`src/rtl/rr_wire_arbiter.sv`:
```
// rr_wire_arbiter
//   Round-robin owner selection for one shared single-bit wire. Exactly one
//   requester owns the wire at a time. Its data bit is routed onto `out`.
//   A hold counter bounds how long an owner keeps the wire while others wait.
//
// Ports
//   clk        sole clock, rising edge
//   aresetn    asynchronous active-low reset
//   req[N]     level requests, held high while the wire is wanted
//   din[N]     per-requester data bits
//   gnt[N]     registered one-hot grant, zero when idle
//   gnt_id     registered binary owner index, keeps last value when idle
//   out        din[gnt_id] while a grant is active, else 0 (combinational)
//   out_valid  |gnt
module rr_wire_arbiter #(
    parameter  int N        = 4,
    parameter  int MAX_HOLD = 8,
    localparam int IDW      = $clog2(N)
) (
    input  logic           clk,
    input  logic           aresetn,
    input  logic [N-1:0]   req,
    input  logic [N-1:0]   din,
    output logic [N-1:0]   gnt,
    output logic [IDW-1:0] gnt_id,
    output logic           out,
    output logic           out_valid
);

    // state  | meaning
    // S_IDLE | no owner; the wire is driven low
    // S_BUSY | gnt_id owns the wire; hold_cnt counts its tenure
    localparam int HW = $clog2(MAX_HOLD + 1);

    typedef enum logic {S_IDLE, S_BUSY} state_t;

    state_t         state, state_n;
    logic [IDW-1:0] ptr, ptr_n;
    logic [IDW-1:0] gnt_id_n;
    logic [IDW-1:0] own_inc;
    logic [HW-1:0]  hold_cnt, hold_cnt_n;
    logic [N-1:0]   gnt_n;
    logic [N-1:0]   others;

    // First requester at or after p in circular order. Distance is computed
    // arithmetically so the index scan stays a fixed loop.
    function automatic logic [IDW-1:0] scan_from(input logic [N-1:0]   r,
                                                 input logic [IDW-1:0] p);
        logic [IDW-1:0] sel;
        int             best_d;
        int             d;
        sel    = '0;
        best_d = N;
        for (int i = 0; i < N; i++) begin
            if (r[i]) begin
                d = i - int'(p);
                if (d < 0) d = d + N;
                if (d < best_d) begin
                    best_d = d;
                    sel    = IDW'(i);
                end
            end
        end
        return sel;
    endfunction

    always_ff @(posedge clk or negedge aresetn) begin
        if (!aresetn) begin
            state    <= S_IDLE;
            gnt      <= '0;
            gnt_id   <= '0;
            ptr      <= '0;
            hold_cnt <= '0;
        end else begin
            state    <= state_n;
            gnt      <= gnt_n;
            gnt_id   <= gnt_id_n;
            ptr      <= ptr_n;
            hold_cnt <= hold_cnt_n;
        end
    end

    always_comb begin
        state_n    = state;
        gnt_n      = gnt;
        gnt_id_n   = gnt_id;
        ptr_n      = ptr;
        hold_cnt_n = hold_cnt;
        own_inc    = (gnt_id == IDW'(N - 1)) ? '0 : gnt_id + 1'b1;
        // gnt is one-hot on the owner, so this is every waiting requester
        others     = req & ~gnt;

        case (state)
            S_IDLE: begin
                if (|req) begin
                    gnt_id_n   = scan_from(req, ptr);
                    gnt_n      = N'(1) << gnt_id_n;
                    hold_cnt_n = HW'(1);
                    state_n    = S_BUSY;
                end
            end
            S_BUSY: begin
                if (!req[gnt_id]) begin
                    ptr_n = own_inc;
                    if (|others) begin
                        // hand over on the same edge, no idle bubble
                        gnt_id_n   = scan_from(req, own_inc);
                        gnt_n      = N'(1) << gnt_id_n;
                        hold_cnt_n = HW'(1);
                    end else begin
                        gnt_n   = '0;
                        state_n = S_IDLE;
                    end
                end else if ((hold_cnt == HW'(MAX_HOLD)) && (|others)) begin
                    ptr_n      = own_inc;
                    gnt_id_n   = scan_from(others, own_inc);
                    gnt_n      = N'(1) << gnt_id_n;
                    hold_cnt_n = HW'(1);
                end else if (hold_cnt != HW'(MAX_HOLD)) begin
                    // saturate while alone so preemption fires as soon as
                    // a competitor shows up
                    hold_cnt_n = hold_cnt + 1'b1;
                end
            end
            default: begin
                state_n = S_IDLE;
                gnt_n   = '0;
            end
        endcase
    end

    assign out_valid = |gnt;
    assign out       = out_valid & din[gnt_id];

endmodule

```
`config.mk`:
```
export PLATFORM = sky130hd
export DESIGN_NAME = rr_wire_arbiter
export DESIGN_NICKNAME = d
export VERILOG_FILES = /design/src/rtl/rr_wire_arbiter.sv
export SDC_FILE = /design/constraint.sdc
export NUM_CORES = 1
export LEC_CHECK = 0
export CORE_ASPECT_RATIO = 1.75
export CORE_MARGIN = 2
export CORE_UTILIZATION = 40
export DETAILED_ROUTE_END_ITERATION = 8
export PLACE_DENSITY = 0.65
export SLEW_MARGIN = 20
export SYNTH_ARGS = -nofsm -noshare
export SYNTH_HDL_FRONTEND = slang
export SYNTH_SLANG_ARGS = --single-unit
```
`constraint.sdc`:
```
create_clock -name clk -period 4.9 [get_ports clk]
set_input_delay 0.98 -clock clk [delete_from_list [all_inputs] [get_ports clk]]
set_output_delay 0.98 -clock clk [all_outputs]
set_load 0.02 [all_outputs]
```
==> results.tsv <==
metric	value	unit
status	completed	
io_buffers	17	
detail_route.first_pass.iterations	4	
required	5.08	ns
maxSlewViolCount	0	
synth_common_cells	14 x nand2_1, 13 x dfrtp_1, 13 x nor2_1, 11 x ha_1	
grt_max_degree	17	
drc	0	
r2r_cells	18	
clock-sinks	13	
cts.reportedPaths.clkPinSlew	0.05	ns
synthDominantCellAreaShare	0.218	
cp_common_cell	ha_1	
crit_path_end_kind	flip-flop	
rsz0062_at_grt	no	
crit_arrival	4.69	ns
min_to	hold_cnt[3]$_DFFE_PN0P_	
wl_per_cell	16.9	um
slowest_delay	0.67	ns
synth_edf_count	0	
routed_wirelength	4.15	mm
synth.area.top_cells	dfrtp_1 22%, ha_1 9.2%, nand2_1 3.5%	
cts_max_level	1	
grt_pass1_vias	1422	
yosys.area.top_type	dfrtp_1	
drt_iter0_drc	44	
gp_congestion	0.858	
antennaDiodeCount	0	
antenna_found_initial	0	
crit_path_cell_trace	clkdlybuf4s50_1 -> a21boi_1 -> mux2_2 -> ha_1 -> a31oi_1 -> o21ai_0 -> buf_4 -> a21o_1 -> ha_1 -> and2_1 -> a221oi_1 -> nor3_1 -> nand2_1 -> nor4_1 -> a211o_1	
cp_max_fo	16	
rows	29	
drtAntennaViolNets	0	
crit_slowest_cell	clkdlybuf4s50_1	
cts_hold_buffers	0	
synth-seq-cells	13	
dieHeight	84.7	um
cts_setup_buffers	0	
hpwl	3.41	mm
dr_wl_met2	2.23	mm
clock_skew	0.00423	ns
reg2reg_from	gnt_id[1]$_DFFE_PN0P_	
yosysMostFrequentCell	nand2_1	
grt_pass1_wl	6.69	mm
worstHoldPathType	reg -> reg	
viasPerCell	5.96	
cap_violations	0	
r2r-end	gnt[0]$_DFFE_PN0P_	
fin_nets	221	
setup_viol_count_final	0	
ys_types	58	
ios	18	
hold_path_depth	2	
netlist_area	1490	um^2
slew_headroom	0.567	
overflow	0	
die_w	50.1	um
syn_to_final_growth	19.3	%
avgSynthCellArea	8.42	um^2
clock_latency	0.25	ns
vias	1459	
drive_gt1_frac	0.116	
tightest_slew	0.640	ns
track_usage	0.204	
ctsRootBufferMaster	clkbuf_8	
setup.worst_path.start	req[0]	
setup_tns	0	ns
crit_type	in -> reg	
start_util	0.415	
finalHoldViolCount	0	
layout_min_cycle_time	4.51	ns
die_area	4250	um^2
max_freq	0.222	GHz
cp-start-kind	primary input	
postSynth.asyncResetShare	1.00	
synthCells	177	
drt-met1-wl	1.56	mm
hp-start	hold_cnt[3]$_DFFE_PN0P_	
yosysWarnings	0	
rrSetupSlack	0.68	ns
cts_buffers	3	
top_layer_used	met4	
wl_met3	134	um
synth_nets	198	
clock_path_buffers	2	
ys_seq_area_frac	0.218	
cts_resized	0	
synth_ff_type	dfrtp_1	
fp.coreArea	3590	um^2
cts_tree	done	
post-route-period-util	0.920	
==> placed cells by master (no fill, tap or decap), types with 6 or more instances in the layout <==
cell type / count
clkdlybuf4s50_1: 17
nand2_1: 14
nor2_1: 13
dfrtp_1: 13
ha_1: 11
inv_1: 10
o21ai_0: 10
nor2b_1: 8
buf_4: 8
a21oi_1: 6
==> cell families after synthesis <==
logic type               synth area share
AO/OA/AOI/OAI                       0.275
XOR/XNOR                           0.0235
adder cells (fa/ha/maj)            0.0924
buffers and inverters              0.0554
flip-flops                          0.218
multiplexers                       0.0655
AND/OR/NAND/NOR                     0.270
==> registers in the layout (all words and copies together), names as in the netlist <==
name      count
gnt           4
gnt_id        2
hold_cnt      4
ptr           2
state         1
==> stage by stage <==
stage	hold slack [ns]	cells	util	worst slack [ns]	area, um^2
after detailed placement	0.543	241	0.482	0.151	1730
final	0.561	245	0.495	0.394	1780
after global placement	0.533	241	0.482	0.216	1730
after global routing	0.624	245	0.495	0.137	1780
after CTS	0.557	245	0.495	0.439	1780
after floorplan	0.505	177	-	0.638	1490
==> critical path: cells and delay by family <==
family | cells | cell delay, ns
and+or+nand+nor | 4 | 0.90
AOI/OAI and AO/OA | 6 | 0.95
adders and majority gates | 2 | 0.60
buffers and inverters | 2 | 0.86
muxes | 1 | 0.39
==> area by class of cell <==
type / count / area, um^2
fill: 340 / 1810
multi-input combinational: 147 / 1080
sequential: 13 / 325
timing repair buffer: 25 / 230
tap: 46 / 57.6
clock buffer: 4 / 45.0
inverter: 10 / 37.5
==> worst max-delay path by stage <==
stage                                  to  slack (ns)  cells past startpoint
floorplan              gnt[0]$_DFFE_PN0P_        0.64                     19
global placement       gnt[3]$_DFFE_PN0P_        0.22                     14
detailed placement     gnt[3]$_DFFE_PN0P_        0.15                     14
CTS                    gnt[3]$_DFFE_PN0P_        0.44                     14
global route        gnt_id[0]$_DFFE_PN0P_        0.14                     16
finish                 gnt[0]$_DFFE_PN0P_        0.39                     15
==> per-layer routing <==
metal	vias up	track usage
met5	-	0
met4	0	0.139
met3	16	0.0107
met2	46	0.359
met1	694	0.228
li1	703	-
Power is left out: the tool's default activity adds up to more than one toggle a clock period on the data nets, which glitch-free logic cannot reach.
